[src/rtl/pipe_stage_reg_if.sv]
// rtl/pipe_stage_reg_if.sv - stage payload bundle (valid, payload, scratch)
//
// One bundle type serves both sides of a pipe_stage_reg:
//   valid  : the stage holds a real instruction
//   data   : packed stage fields (all-zero payload is a NOP)
//   scr    : multi-cycle scratch value
// Modports:
//   master : drives the bundle (the register's output side)
//   slave  : reads the bundle (the register's input side)
// On the input side scr carries the upstream unit's value. On the output side
// scr carries the registered copy fed back to that unit.
interface pipe_stage_reg_if #(
  parameter int DATA_W = 128,
  parameter int SCR_W  = 66
);
  logic              valid;
  logic [DATA_W-1:0] data;
  logic [SCR_W-1:0]  scr;

  modport master (output valid, data, scr);
  modport slave  (input  valid, data, scr);
endinterface

[src/rtl/pipe_stage_reg.sv]
// rtl/pipe_stage_reg.sv - parametrised inter-stage pipeline register
//
// Carries a payload, valid bit and scratch channel between pipeline stages.
// Each cycle the global stall vector and flush select one mode:
//   FLUSH > ADVANCE (!own) > BUBBLE (own && !down) > HOLD (own && down)
// where own = stall[STAGE] and down = stall[STAGE+1] (0 for the last stage).
//
// Ports:
//   clk          : clock, rising edge
//   rst_n        : asynchronous active-low reset, clears every output
//   stall        : global stall vector [NSTALL-1:0]
//   flush        : exception flush, empties the stage
//   up           : slave bundle  (in_valid / in_data / scr_i)
//   dn           : master bundle (out_valid / out_data / scr_o)
//   stats_clr    : synchronous clear of the statistics counters
//   hold_cnt     : consecutive HOLD cycles of the current valid contents
//   bubble_total : bubbles inserted since reset or clear
//
// Build option: define PIPE_STAGE_STATS_EN to build the statistics counters.
// Without it hold_cnt/bubble_total read 0 and stats_clr is ignored.
module pipe_stage_reg #(
  parameter int DATA_W = 128,
  parameter int SCR_W  = 66,
  parameter int NSTALL = 6,
  parameter int STAGE  = 3,
  parameter int CNT_W  = 16
) (
  input  logic               clk,
  input  logic               rst_n,
  input  logic [NSTALL-1:0]  stall,
  input  logic               flush,
  pipe_stage_reg_if.slave    up,
  pipe_stage_reg_if.master   dn,
  input  logic               stats_clr,
  output logic [CNT_W-1:0]   hold_cnt,
  output logic [CNT_W-1:0]   bubble_total
);

  typedef enum logic [1:0] {
    M_FLUSH,
    M_ADVANCE,
    M_BUBBLE,
    M_HOLD
  } mode_e;

  logic own;
  logic down;
  mode_e mode;

  assign own = stall[STAGE];

  // The last stage has no downstream neighbour, so it can never HOLD.
  generate
    if (STAGE < NSTALL - 1) begin : g_down
      assign down = stall[STAGE+1];
    end else begin : g_last
      assign down = 1'b0;
    end
  endgenerate

  always_comb begin
    mode = M_HOLD;
    if (flush)      mode = M_FLUSH;
    else if (!own)  mode = M_ADVANCE;
    else if (!down) mode = M_BUBBLE;
    else            mode = M_HOLD;
  end

  logic              valid_q;
  logic [DATA_W-1:0] data_q;
  logic [SCR_W-1:0]  scr_q;

  always_ff @(posedge clk or negedge rst_n) begin
    if (!rst_n) begin
      valid_q <= 1'b0;
      data_q  <= '0;
      scr_q   <= '0;
    end else begin
      case (mode)
        M_FLUSH: begin
          valid_q <= 1'b0;
          data_q  <= '0;
          scr_q   <= '0;
        end
        M_ADVANCE: begin
          valid_q <= up.valid;
          data_q  <= up.data;
          scr_q   <= '0;
        end
        M_BUBBLE: begin
          // This stage is iterating: emit a NOP and hand the scratch value
          // back so the upstream unit sees it on its next step.
          valid_q <= 1'b0;
          data_q  <= '0;
          scr_q   <= up.scr;
        end
        default: begin
          scr_q   <= '0;
        end
      endcase
    end
  end

  assign dn.valid = valid_q;
  assign dn.data  = data_q;
  assign dn.scr   = scr_q;

`ifdef PIPE_STAGE_STATS_EN
  logic [CNT_W-1:0] hold_q;
  logic [CNT_W-1:0] bubble_q;

  always_ff @(posedge clk or negedge rst_n) begin
    if (!rst_n) begin
      hold_q   <= '0;
      bubble_q <= '0;
    end else if (stats_clr) begin
      hold_q   <= '0;
      bubble_q <= '0;
    end else begin
      if (mode == M_HOLD) begin
        // Only stalled real instructions count; a held bubble keeps its count.
        if (valid_q && (hold_q != {CNT_W{1'b1}})) hold_q <= hold_q + CNT_W'(1);
      end else begin
        hold_q <= '0;
      end
      if ((mode == M_BUBBLE) && (bubble_q != {CNT_W{1'b1}})) begin
        bubble_q <= bubble_q + CNT_W'(1);
      end
    end
  end

  assign hold_cnt     = hold_q;
  assign bubble_total = bubble_q;

  logic unused_bits;
  assign unused_bits = ^stall;
`else
  assign hold_cnt     = '0;
  assign bubble_total = '0;

  logic unused_bits;
  assign unused_bits = ^{stall, stats_clr};
`endif

endmodule

[src/flat_wrapper.sv]
// flat-port wrapper written by rule: the top's interface ports become plain ports
module pipe_stage_reg_flat 
#(
  parameter int DATA_W = 128,
  parameter int SCR_W  = 66,
  parameter int NSTALL = 6,
  parameter int STAGE  = 3,
  parameter int CNT_W  = 16
)
  (clk, rst_n, stall, flush, stats_clr, hold_cnt, bubble_total, up_valid, up_data, up_scr, dn_valid, dn_data, dn_scr);
  pipe_stage_reg_if #(.DATA_W(DATA_W), .SCR_W(SCR_W)) up_i ();
  pipe_stage_reg_if #(.DATA_W(DATA_W), .SCR_W(SCR_W)) dn_i ();
  input  logic clk;
  input  logic rst_n;
  input  logic [NSTALL-1:0] stall;
  input  logic flush;
  input  logic stats_clr;
  output logic [CNT_W-1:0] hold_cnt;
  output logic [CNT_W-1:0] bubble_total;
  input wire logic [$bits(up_i.valid)-1:0] up_valid;
  input wire logic [$bits(up_i.data)-1:0] up_data;
  input wire logic [$bits(up_i.scr)-1:0] up_scr;
  output wire logic [$bits(dn_i.valid)-1:0] dn_valid;
  output wire logic [$bits(dn_i.data)-1:0] dn_data;
  output wire logic [$bits(dn_i.scr)-1:0] dn_scr;
  assign up_i.valid = up_valid;
  assign up_i.data = up_data;
  assign up_i.scr = up_scr;
  assign dn_valid = dn_i.valid;
  assign dn_data = dn_i.data;
  assign dn_scr = dn_i.scr;
  pipe_stage_reg #(.DATA_W(DATA_W), .SCR_W(SCR_W), .NSTALL(NSTALL), .STAGE(STAGE), .CNT_W(CNT_W)) u_core (.clk(clk), .rst_n(rst_n), .stall(stall), .flush(flush), .up(up_i), .dn(dn_i), .stats_clr(stats_clr), .hold_cnt(hold_cnt), .bubble_total(bubble_total));
endmodule
[config.mk]
export PLATFORM = sky130hd
export DESIGN_NAME = pipe_stage_reg_flat
export DESIGN_NICKNAME = d
export VERILOG_FILES = /design/src/rtl/pipe_stage_reg_if.sv /design/src/rtl/pipe_stage_reg.sv /design/src/flat_wrapper.sv
export SDC_FILE = /design/constraint.sdc
export NUM_CORES = 1
export LEC_CHECK = 0
export CORE_AREA = 4 4 165 167
export CTS_CLUSTER_SIZE = 20
export DETAILED_ROUTE_END_ITERATION = 12
export DIE_AREA = 0 0 169 171
export PLACE_DENSITY_LB_ADDON = 0.2
export SLEW_MARGIN = 30
export SYNTH_ARGS = -nofsm -noshare
export SYNTH_HDL_FRONTEND = slang
export SYNTH_SLANG_ARGS = --single-unit
export TNS_END_PERCENT = 20
[constraint.sdc]
create_clock -name clk -period 2.2 [get_ports clk]
set_clock_uncertainty 0.1 [all_clocks]
set_input_delay 0.33 -clock clk [delete_from_list [all_inputs] [get_ports clk]]
set_output_delay 0.33 -clock clk [all_outputs]
set_load 0.005 [all_outputs]
# == After elaboration in Yosys (flattened, before gate mapping) ==
# Cells that the tools add are included.
# totals
wordCells,14
output_inout_bits,227
register_bits,195
in_bits,205
# classes
eq_ne,2
n_mux,6
n_reduce_logical,3
# ops
op,count
$pmux 128 s2,1
$mux 66,1
$mux 2,2
$eq 2x1->1 const B,1
$eq 2x2->1 const B,1
$logic_not 2->1,1
$pmux 1 s2,1
$reduce_bool 2->1,1
$reduce_or 2->1,1
$mux 1,1

# == Logic depth before layout (Yosys ltp) ==
# Gate-level depths: netlist of run 1.
# logic_depth
depth_word,6
mapped_depth,6
depth_no_buf,2

# == Worst setup path before layout of run 1 ==
# Ideal clock, no wire load.
# synth_timing
kind,input -> register
from,in stall[3]
to,reg u_core.scr_q[15] (netlist: u_core.dn.scr[15])
arrival_time_ns,1.044
stages,5
setup_slack_ns,0.937
t_required_ns,1.981
setup_time_ns,0.119
n_path_buf,3
path_cell_list,buf_4 -> nor3b_2 -> buf_4 -> buf_2 -> and2_1
# synth_between
elab_chain_cells,4
# synth_rtl
element,line,text
start: declaration,flat_wrapper.sv:15,input logic [NSTALL-1:0] stall;
$mux 2,pipe_stage_reg.sv:64,else if (!own) mode = M_ADVANCE;
$mux 2,pipe_stage_reg.sv:63,if (flush) mode = M_FLUSH;
$eq 2x2->1,pipe_stage_reg.sv:79,case (mode)
$mux 66,pipe_stage_reg.sv:79,
end signal: assignment,pipe_stage_reg.sv:95,scr_q <= up.scr;
end: declaration,pipe_stage_reg.sv:71,logic [SCR_W-1:0] scr_q;
# Every way passes these cells.
# A chain may end at the register's enable or synchronous reset.

# == Worst setup path after layout of run 1 ==
# layout_timing
from,reg u_core.data_q[112] (netlist: u_core.dn.data[112])
to,out dn_data[112]
# layout_lines
element,line,text
start: declaration,pipe_stage_reg.sv:70,logic [DATA_W-1:0] data_q;
start signal: assignment,pipe_stage_reg.sv:87,data_q <= up.data;
end: declaration,flat_wrapper.sv:24,output wire logic [$bits(dn_i.data)-1:0] dn_data;
# No word-level cell between the ends.

==> metrics.md, run 1 <==
| Metric | Value |
|---|---|
| Run status | `complete, no violations` |
| Primary flip-flop cell chosen by synthesis mapping | `sky130_fd_sc_hd__dfrtp_1` |
| Gate count of the mapped netlist | `749` |
| Transition at the pin with the smallest max-transition slack | `0.651 ns` |
| Async S/R FF share, synth | `100%` |
| Cts repair resizes | `0` |
| Max-Slew Margin vs Limit | `56.6%` |
| Maxcap violations | `0` |
| Leading post-synthesis cells by cell area | `sky130_fd_sc_hd__dfrtp_1 54%, sky130_fd_sc_hd__nand3_2 11%, sky130_fd_sc_hd__a21oi_2 9.7%` |
| Number of placed cells counting well taps | `1427` |
| Hold-fix buffers, CTS | `1` |
| Max stage delay cell, worst path | `sky130_fd_sc_hd__clkdlybuf4s50_1` |
| Cell area power density | `603 mW/mm²` |
| Top-level port count | `432` |
| Required time at the endpoint of the critical path | `1.77 ns` |
| Std cell rows | `59` |
| Final Wtd Congestion | `0.802` |
| Number of enable flip-flop cells after synthesis | `0` |
| Postcts setup bufs | `0` |
| Growth of design area from synthesis to finish | `51.1%` |
| Number of warnings issued by yosys | `0` |
| Synth cell types | `17` |
| Skew-Pair Late Insertion Delay | `0.43 ns` |
| Mean instance size in the synthesized netlist | `12.1 µm²` |
| Core occupancy in the finished layout | `53.0%` |
| CTS tree | `yes` |
| Number of vias in the routed layout | `6652` |
| Total Neg Setup Slack | `0 ns` |
| Most instantiated library cell after synthesis | `sky130_fd_sc_hd__dfrtp_1` |
| Number of antenna violations at the first check in global routing | `2` |
| Maximum single-stage delay on the critical path | `0.62 ns` |
| # DRC | `0` |
| Top-area cell type share of the netlist area | `54.0%` |
| CTS Root Cell | `sky130_fd_sc_hd__clkbuf_16` |
| Pin count of the biggest net entering global routing | `88` |
| Vias in the first global route | `6919` |
| Fmax | `543 MHz` |
| Final critical-path share of the clock period | `83.7%` |
| Endpoints failing setup | `0` |
| Internal power contribution | `0.00602 W` |
| Count of nets after finishing | `1317` |
| Count of endpoints failing hold in the final timing report | `0` |
| Worst hold margin | `0.231 ns` |
| First-pass GRT wire length | `40800 µm` |
| Number of clock buffers inserted by TritonCTS | `17` |
| Aggregate global-route resource usage | `18.2%` |
| Die ar. | `0.0289 mm²` |
| Initial core utilization | `35.1%` |
| Maximum fanout along the worst path | `2` |
| Arrival time of the worst setup path | `1.41 ns` |
| Library cell with the largest summed area after synthesis | `sky130_fd_sc_hd__dfrtp_1` |
| Hold crit path type | `input pin to flop` |
| Share of power burned in the clock network | `38.4%` |
| Die span in x | `169 µm` |
| Ratio of cells with drive above 1 in the final layout | `22.5%` |
| Die Y-Extent | `171 µm` |
| Buffer depth of the longest clock path | `2` |
| H-tree Lvls | `4` |
| Max Transition Viols Final | `0` |
| Final-layout fill cell count | `2306` |
| Number of synthesized register bits | `195` |
| Standby leakage power | `5.40 nW` |
| Count of routing violations after the opening detailed-route iteration | `345` |
| Final wirelength | `26900 µm` |
| Number of port buffers | `394` |
| Mapped Area | `0.00903 mm²` |
| Delay-heaviest family, CP | `buffers and inverters` |
| Post-synthesis sequential area ratio | `54.0%` |
| Unrepaired setup endpoints after global routing | `no` |
| Start-to-end type of the worst setup path | `flop to output port` |
| Total global routing overflow | `0` |
| Largest vdd supply drop | `0.417 mV` |
| Worst setup SP type | `flop` |
| Switching power | `0.00221 W` |
| CP Cell Sequence | `clkdlybuf4s50_1` |
| Cell Count, Final, Fillers Out | `1462` |
| Post-route ant nets | `0` |
| Final period demand of the worst path | `1.84 ns` |
| Vias per Instance | `4.55` |
| Number of detailed-routing iterations run before antenna repair | `4` |
| Area of the placeable core | `0.0258 mm²` |
| Seq pwr share | `46.2%` |
| Placed wire-length estimate | `19400 µm` |
| Num Clock Sinks | `195` |
| Flop-to-flop setup slack | `1.37 ns` |
| Worst path buffer plus inverter count | `1` |
| Leading cell types by count after synthesis | `195 x sky130_fd_sc_hd__dfrtp_1, 129 x sky130_fd_sc_hd__nand2b_1, 100 x sky130_fd_sc_hd__a21oi_2, 100 x sky130_fd_sc_hd__nand3_2, 65 x sky130_fd_sc_hd__and2_1` |
| Comb power frac | `15.4%` |
| Endpoint kind of the worst setup timing path | `output port` |
| Detail-routed net length per standard cell | `18.4 µm` |
| Clock-pin slew of the registers on the worst-case setup and hold paths | `0.08 ns` |
| Switch share | `26.9%` |
-- placed cells by master, fill, tap and decap left out, drive strengths merged --
master,instances
nor3b,1
clkbuf,20
clkinvlp,2
and2,65
nor3,1
diode,2
dlygate4sd3,1
a21oi,129
inv,8
conb,32
nand2b,129
nand3,129
clkdlybuf4s50,390
nand2,1
clkinv,4
dfrtp,195
buf,18
-- power groups by stage --
| stage | Combinational, W | Sequential (W) | Clock [W] |
|---|---|---|---|
| 6_report | 0.00127 | 0.00380 | 0.00316 |
| 5_1_grt | 0.00138 | 0.00382 | 0.00343 |
| 4_1_cts | 0.00130 | 0.00380 | 0.00329 |
| 3_5_place_dp | 0.00129 | 0.00387 | 0 |
| 3_3_place_gp | 0.00129 | 0.00387 | 0 |
| 2_1_floorplan | 0.000517 | 0.00388 | 0 |
-- cell type report --
class,count,area (µm²),area share (%)
Antenna cell,2,5.00,0.0367
Clock buffer,18,439,3.22
Clock inverter,14,155,1.14
Multi-Input combinational cell,487,3530,25.9
Sequential cell,195,4880,35.8
Tap cell,335,419,3.07
Timing Repair Buffer,411,4220,30.9
-- metal layers --
| layer | vias up | routed length (µm) | track usage, % |
|---|---|---|---|
| met5 | - | 0 | 0 |
| met1 | 3245 | 10600 | 22.1 |
| met3 | 22 | 2930 | 8.18 |
| li1 | 3123 | - | - |
| met2 | 262 | 12900 | 29.4 |
| met4 | 0 | 482 | 5.11 |
-- stage by stage --
stage | setup slack (ns) | power [W] | area [µm²]
floorplan | 0.937 | 0.00440 | 9150
global placement | 0.645 | 0.00516 | 13000
detailed placement | 0.638 | 0.00516 | 13000
CTS | 0.339 | 0.00839 | 13600
global route | 0.328 | 0.00863 | 13600
finish | 0.358 | 0.00823 | 13600
-- registers in the layout, summed over array words and instances (netlist names) --
register / cells
u_core.dn.valid: 1
u_core.dn.data: 128
u_core.dn.scr: 66
-- kinds of logic (layout without fill, tap and decap cells) --
family                 Yosys count  in the layout  share of synthesized area, %
AND/OR/NAND/NOR                326            326                          26.4
AO/OA/AOI/OAI                  129            129                          11.3
other                            1             34                        0.0415
buffers and inverters           98            443                          8.27
flip-flops                     195            195                          54.0
-- worst paths after layout --
| kind | startpoint | to | cells past startpoint |
|---|---|---|---|
| hold / removal | stall[3] | u_core.dn.data[39] | 3 |
| max in group asynchronous | rst_n | u_core.dn.data[64] | 3 |
| setup / recovery | u_core.dn.data[112] | dn_data[112] | 1 |
| min in group asynchronous | rst_n | u_core.dn.data[48] | 2 |
| setup reg to reg | u_core.dn.data[50] | u_core.dn.data[50] | 2 |
| hold reg to reg | u_core.dn.data[14] | u_core.dn.data[14] | 2 |
(Power assumes the default switching activity.)
==> run 2: changes to the inputs <==
--- a/config.mk
+++ b/config.mk
@@ -5,10 +5,10 @@
 export SDC_FILE = /design/constraint.sdc
 export NUM_CORES = 1
 export LEC_CHECK = 0
-export CORE_AREA = 4 4 165 167
+export CORE_AREA = 4 4 166 168
 export CTS_CLUSTER_SIZE = 20
 export DETAILED_ROUTE_END_ITERATION = 12
-export DIE_AREA = 0 0 169 171
+export DIE_AREA = 0 0 170 172
 export PLACE_DENSITY_LB_ADDON = 0.2
 export SLEW_MARGIN = 30
 export SYNTH_ARGS = -nofsm -noshare
==> constraint.sdc (replaced) <==
create_clock -name clk -period 1.5 [get_ports clk]
set_clock_uncertainty 0.1 [all_clocks]
set_input_delay 0.225 -clock clk [delete_from_list [all_inputs] [get_ports clk]]
set_output_delay 0.225 -clock clk [all_outputs]
set_load 0.005 [all_outputs]
==> run 2 against run 1 <==
Highest routed layer unchanged. Hold slack lost 0.20 ns. Utilization decreased by 0.45 points. First-iteration DRC count is 22% higher. Routed wire length increased by 2.2%. Register-to-register slack got worse by 0.74 ns. Clock-buffer cell count decreased by 1. Critical path depth did not move. Largest power group unchanged.
==> metrics.md, run 2 (synthesis gave the netlist of run 1 again) <==
| Metric | Value |
|---|---|
| Run status | `complete, no violations` |
| CP Cell Sequence | `dlygate4sd2_1` |
| First-pass GRT wire length | `41000 µm (+0.48%)` |
| Vias per Instance | `4.59 (+0.93%)` |
| Share of power burned in the clock network | `39.2% (+0.8 points)` |
| Endpoints failing setup | `0 (unchanged)` |
| Number of antenna violations at the first check in global routing | `0 (-2)` |
| Detail-routed net length per standard cell | `18.6 µm (+1.2%)` |
| Seq pwr share | `46.0% (-0.2 points)` |
| Comb power frac | `14.8% (-0.6 points)` |
| Number of vias in the routed layout | `6783 (+2.0%)` |
| Worst path buffer plus inverter count | `1 (unchanged)` |
| Unrepaired setup endpoints after global routing | `no` |
| Standby leakage power | `6.31 nW (+17%)` |
| Placed wire-length estimate | `20000 µm (+2.8%)` |
| Max stage delay cell, worst path | `sky130_fd_sc_hd__dfrtp_1` |
| Internal power contribution | `0.00872 W (+45%)` |
| Post-route ant nets | `0 (unchanged)` |
| Top-level port count | `432 (unchanged)` |
| Required time at the endpoint of the critical path | `1.17 ns (-0.60 ns)` |
| Total global routing overflow | `0 (unchanged)` |
| Critical Path Start | `u_core.dn.data[96]` |
| Ratio of cells with drive above 1 in the final layout | `23.6% (+1.2 points)` |
| Aggregate global-route resource usage | `18.1% (-0.061 points)` |
| Worst setup SP type | `flop` |
| Number of antenna diodes | `0 (-2)` |
| Switch share | `27.9% (+1.0 points)` |
| Switching power | `0.00338 W (+53%)` |
| Delay-heaviest family, CP | `flip-flops` |
| Maximum fanout along the worst path | `2 (unchanged)` |
| Initial core utilization | `34.9% (-0.20 points)` |
| Number of port buffers | `394 (unchanged)` |
| Count of routing violations after the opening detailed-route iteration | `420 (+22%)` |
| Max-Slew Margin vs Limit | `57.8% (+1.2 points)` |
| Worst Slack Setup Final | `0.0438 ns (-0.314 ns)` |
| Reg-to-reg critical path startpoint | `u_core.dn.data[61]` |
| Number of clock buffers inserted by TritonCTS | `17 (unchanged)` |
| Final critical-path share of the clock period | `97.1%` |
| Cell area power density | `889 mW/mm² (+47%)` |
| Die ar. | `0.0292 mm² (+1.2%)` |
| Maxcap violations | `0 (unchanged)` |
| Arrival time of the worst setup path | `1.13 ns (-0.28 ns)` |
| Growth of design area from synthesis to finish | `50.7%` |
| Clock-pin slew of the registers on the worst-case setup and hold paths | `0.08 ns (about the same)` |
| Die Y-Extent | `172 µm (+0.58%)` |
| Max Transition Viols Final | `0 (unchanged)` |
| CTS tree | `yes` |
| Endpoint kind of the worst setup timing path | `output port` |
| # DRC | `0 (unchanged)` |
| Buffer depth of the longest clock path | `2 (unchanged)` |
| Commonest non-fill, non-tap cells in the layout | `195 x sky130_fd_sc_hd__clkdlybuf4s50_1, 195 x sky130_fd_sc_hd__dfrtp_1, 193 x sky130_fd_sc_hd__dlygate4sd2_1` |
| Vias in the first global route | `6870 (-0.71%)` |
| Final Wtd Congestion | `0.780 (-2.8%)` |
| CTS Root Cell | `sky130_fd_sc_hd__clkbuf_16` |
| H-tree Lvls | `4 (unchanged)` |
| Final period demand of the worst path | `1.46 ns` |
| Std cell rows | `59 (unchanged)` |
| Count of nets after finishing | `1334 (+1.3%)` |
| Final wirelength | `27500 µm (+2.2%)` |
| Number of detailed-routing iterations run before antenna repair | `4 (unchanged)` |
| Pin count of the biggest net entering global routing | `91 (+3.4%)` |
| Place WS | `0.212 ns (-0.426 ns)` |
| Start-to-end type of the worst setup path | `flop to output port` |
| Hold crit path type | `input pin to flop` |
| Total Neg Setup Slack | `0 ns (unchanged)` |
| Fmax | `687 MHz` |
| Num Clock Sinks | `195 (unchanged)` |
| Final-layout fill cell count | `2399 (+4.0%)` |
| Area of the placeable core | `0.0259 mm² (+0.57%)` |
| Worst hold margin | `0.0329 ns (-0.198 ns)` |
| Maximum single-stage delay on the critical path | `0.41 ns (-0.21 ns)` |
| Count of endpoints failing hold in the final timing report | `0 (unchanged)` |
| Largest vdd supply drop | `0.725 mV (+74%)` |
| Number of flip-flops under the largest register name | `128 (unchanged)` |
| Hold path start | `stall[4]` |
| Die span in x | `170 µm (+0.59%)` |
| Skew-Pair Late Insertion Delay | `0.43 ns (about the same)` |
| Transition at the pin with the smallest max-transition slack | `0.633 ns (-0.0178 ns)` |
==> run 2: changes by cell type in the layout (fill, tap and decap cells not counted), sizes merged <==
cell,before,now
buf,18,35
clkdlybuf4s15,0,2
diode,2,0
inv,8,5
clkinvlp,2,0
dlygate4sd2,0,193
clkbuf,20,19
clkdlybuf4s50,390,195
clkinv,4,10
==> run 2: worst register-to-register path: stages, from the launching register on <==
cell	delay (ns)
sky130_fd_sc_hd__dfrtp_1	0.38
sky130_fd_sc_hd__buf_4	0.14
sky130_fd_sc_hd__nand3_2	0.07
sky130_fd_sc_hd__a21oi_2	0.05
==> run 2: per-layer routing <==
layer / vias to the layer above / part of all wire [%] / track usage, %
met1: 3342 / 39 / 22.4
met4: 0 / 0.75 / 3.33
li1: 3166 / - / -
met5: - / 0 / 0
met3: 14 / 10 / 7.59
met2: 261 / 49 / 30.1
==> run 2: cell type report <==
type	instances	area [µm²]	area share [%]
Multi-Input combinational cell	487	3530	25.9
Clock inverter	15	188	1.38
Clock buffer	17	425	3.13
Timing Repair Buffer	428	4170	30.6
Sequential cell	195	4880	35.9
Tap cell	335	419	3.08
==> run 2: what timing repair did <==
item | in CTS | in global routing
cloned | 0 | 0
resized for setup | 196 | 1
setup endpoints to repair | 195 | 1
buffers inserted | 3 | 0
pin swaps | 0 | 0
endpoints found under the hold margin | 195 | 0
hold buffers | 1 | 0
==> run 2: power by group through the flow <==
| stage | Combinational, W | Sequential (W) | Clock, W |
|---|---|---|---|
| finish | 0.00179 | 0.00557 | 0.00474 |
| global route | 0.00195 | 0.00559 | 0.00511 |
| CTS | 0.00183 | 0.00557 | 0.00488 |
| detailed placement | 0.00195 | 0.00568 | 0 |
| global placement | 0.00195 | 0.00567 | 0 |
| floorplan | 0.000758 | 0.00570 | 0 |
==> run 2: final timing paths <==
path,endpoint,slack [ns],cells past startpoint
setup reg to reg,u_core.dn.data[61],0.63,3
hold / removal,u_core.dn.data[56],0.03,3
min in group asynchronous,u_core.dn.data[35],0.15,2
hold reg to reg,u_core.dn.data[49],0.44,2
max in group asynchronous,u_core.dn.scr[40],0.56,3
setup / recovery,dn_data[96],0.04,1
==> run 2: per-stage QoR <==
step | cells | utilization (%) | power [W] | cell area [µm²]
4_1_cts | 1477 | 52.5 | 0.0123 | 13600
3_5_place_dp | 1441 | 51.0 | 0.00764 | 13200
5_1_grt | 1477 | 52.5 | 0.0127 | 13600
6_report | 1477 | 52.5 | 0.0121 | 13600
2_1_floorplan | 780 | - | 0.00645 | 9150
3_3_place_gp | 1441 | 51.0 | 0.00762 | 13200
==> run 3: changes to the inputs <==
--- a/config.mk
+++ b/config.mk
@@ -10,6 +10,7 @@
 export DETAILED_ROUTE_END_ITERATION = 12
 export DIE_AREA = 0 0 170 172
 export PLACE_DENSITY_LB_ADDON = 0.2
+export SETUP_SLACK_MARGIN = 0.1
 export SLEW_MARGIN = 30
 export SYNTH_ARGS = -nofsm -noshare
 export SYNTH_HDL_FRONTEND = slang
==> run 3 against run 2 <==
Worst setup slack improved by 0.034 ns. Hold slack got worse by 0.0022 ns. Non-clock buffer count rose by 86. Utilization is 2.2 points higher. First-iteration DRC count is 0.48% higher. Routed wire length increased by 1.6%. Flip-flop and latch count is the same. Fmax up 2.4%. Die area did not move. Largest cell class unchanged. Largest power group unchanged.
==> metrics.md, run 3 (synthesis gave the netlist of run 1 again) <==
| Metric | Value |
|---|---|
| CTS tree | `yes` |
| Growth of design area from synthesis to finish | `57.0%` |
| Required time at the endpoint of the critical path | `1.17 ns (about the same)` |
| CTS Root Cell | `sky130_fd_sc_hd__clkbuf_16` |
| Number of flip-flops under the largest register name | `128 (unchanged)` |
| Ratio of cells with drive above 1 in the final layout | `34.2% (+11 points)` |
| Number of port buffers | `394 (unchanged)` |
| Final wirelength | `28000 µm (+1.6%)` |
| Buffer depth of the longest clock path | `2 (unchanged)` |
| Cell area power density | `864 mW/mm² (-2.8%)` |
| Final Wtd Congestion | `0.780 (unchanged)` |
| Number of vias in the routed layout | `7062 (+4.1%)` |
| Placed wire-length estimate | `20000 µm (unchanged)` |
| Top-level port count | `432 (unchanged)` |
| Worst path buffer plus inverter count | `1 (unchanged)` |
| Maximum fanout along the worst path | `2 (unchanged)` |
| Register cell area after layout | `0.00488 mm² (unchanged)` |
| Hold crit path type | `input pin to flop` |
| # DRC | `0 (unchanged)` |
| Final-layout fill cell count | `2337 (-2.6%)` |
| Total global routing overflow | `0 (unchanged)` |
| Post-route ant nets | `0 (unchanged)` |
| Arrival time of the worst setup path | `1.10 ns (-0.03 ns)` |
| H-tree Lvls | `4 (unchanged)` |
| Max-Slew Margin vs Limit | `58.1% (+0.26 points)` |
| Transition at the pin with the smallest max-transition slack | `0.629 ns (-0.00386 ns)` |
| Initial core utilization | `34.9% (unchanged)` |
| Pin count of the biggest net entering global routing | `91 (unchanged)` |
| Max stage delay cell, worst path | `sky130_fd_sc_hd__dfrtp_1` |
| Worst setup SP type | `flop` |
| Detail-routed net length per standard cell | `17.9 µm (-3.9%)` |
| First-pass GRT wire length | `41700 µm (+1.8%)` |
| Count of nets after finishing | `1420 (+6.4%)` |
| Count of routing violations after the opening detailed-route iteration | `422 (+0.48%)` |
| Maxcap violations | `0 (unchanged)` |
| Die span in x | `170 µm (unchanged)` |
| Total Neg Setup Slack | `0 ns (unchanged)` |
| Largest vdd supply drop | `0.754 mV (+4.0%)` |
| Hold path start | `stall[4]` |
| Standby leakage power | `6.45 nW (+2.2%)` |
| Die Y-Extent | `172 µm (unchanged)` |
| Maximum single-stage delay on the critical path | `0.39 ns (-0.02 ns)` |
| Number of antenna violations at the first check in global routing | `0 (unchanged)` |
| Run status | `complete, no violations` |
| Endpoints failing setup | `0 (unchanged)` |
| Reg-to-reg critical path startpoint | `u_core.dn.data[44]` |
| Max Transition Viols Final | `0 (unchanged)` |
| Aggregate global-route resource usage | `18.4% (+0.26 points)` |
| Fmax | `703 MHz (+2.4%)` |
| Number of antenna diodes | `0 (unchanged)` |
| Num Clock Sinks | `195 (unchanged)` |
| Count of endpoints failing hold in the final timing report | `0 (unchanged)` |
| Die ar. | `0.0292 mm² (unchanged)` |
| Unrepaired setup endpoints after global routing | `yes` |
| Vias in the first global route | `7166 (+4.3%)` |
| Final period demand of the worst path | `1.42 ns (-0.0338 ns)` |
| Skew-Pair Late Insertion Delay | `0.43 ns (about the same)` |
| Number of detailed-routing iterations run before antenna repair | `6 (+2)` |
| Endpoint kind of the worst setup timing path | `output port` |
| Clock-pin slew of the registers on the worst-case setup and hold paths | `0.08 ns (about the same)` |
| Vias per Instance | `4.52 (-1.6%)` |
| Area of the multi-input gates | `0.00353 mm² (unchanged)` |
| Start-to-end type of the worst setup path | `flop to output port` |
| Number of clock buffers inserted by TritonCTS | `17 (unchanged)` |
| Delay-heaviest family, CP | `flip-flops` |
| Worst hold margin | `0.0307 ns (-0.00219 ns)` |
| Core occupancy in the finished layout | `54.7% (+2.2 points)` |
| Std cell rows | `59 (unchanged)` |
| Area of the placeable core | `0.0259 mm² (unchanged)` |
| Final critical-path share of the clock period | `94.8% (-2.3 points)` |
| Commonest non-fill, non-tap cells in the layout | `195 x sky130_fd_sc_hd__clkdlybuf4s50_1, 195 x sky130_fd_sc_hd__dfrtp_1, 129 x sky130_fd_sc_hd__nand2b_1` |
| Critical Path Start | `u_core.dn.data[122]` |
| CP Cell Sequence | `dlygate4sd2_1` |
## run 3: cell count changes in the layout (fill, tap and decap cells not counted), sizes merged
| cell | before | now |
|---|---|---|
| buf | 35 | 136 |
| clkdlybuf4s15 | 2 | 63 |
| clkbuf | 19 | 50 |
| dlygate4sd2 | 193 | 86 |
## run 3: cell type report
type	count	share of cell area, %
Clock inverter	15	1.32
Clock buffer	17	3.00
Multi-Input combinational cell	487	24.9
Timing Repair Buffer	514	33.4
Tap cell	335	2.96
Sequential cell	195	34.4
## run 3: worst paths after layout
path	end	slack [ns]	cells past startpoint
worst max-delay path	dn_data[122]	0.08	1
worst min-delay path	u_core.dn.data[56]	0.03	3
worst max register to register	u_core.dn.data[44]	0.51	4
worst min register to register	u_core.dn.data[40]	0.45	2
max in group asynchronous	u_core.dn.scr[40]	0.55	3
min in group asynchronous	u_core.dn.data[35]	0.15	2
## run 3: power breakdown
group	switching [W]	internal (W)	leakage, nW	total, W
clock network	0.00246	0.00228	0.297	0.00474
logic	0.000849	0.00111	3.52	0.00196
registers	0.0000966	0.00545	2.63	0.00555
total	0.00341	0.00885	6.45	0.0123
## run 3: layer usage
metal | global-route usage, % | part of all wire [%] | wire, µm | vias up
met2 | 31.0 | 50 | 13900 | 242
met4 | 3.33 | 0.73 | 204 | 0
met3 | 7.73 | 10 | 2890 | 15
li1 | - | - | - | 3336
met1 | 22.4 | 39 | 10900 | 3469
met5 | 0 | 0 | 0 | -
## run 3: timing repair
item                                   in CTS  in global routing
gates resized for setup                   291                 92
setup endpoints to repair                 195                176
endpoints found under the hold margin     195                  0
hold buffers                                1                  0
gates cloned                                0                  0
buffers inserted                           75                 14
pin swaps                                   0                  0
## run 3: stage by stage
| step | instance area [µm²] | power, W | worst slack (ns) | cells |
|---|---|---|---|---|
| after detailed placement | 13200 | 0.00764 | 0.212 | 1441 |
| after global routing | 14200 | 0.0128 | 0.0437 | 1563 |
| after CTS | 14200 | 0.0124 | 0.0468 | 1549 |
| after floorplan | 9150 | 0.00645 | 0.342 | 780 |
| after global placement | 13200 | 0.00762 | 0.220 | 1441 |
| final | 14200 | 0.0123 | 0.0776 | 1563 |
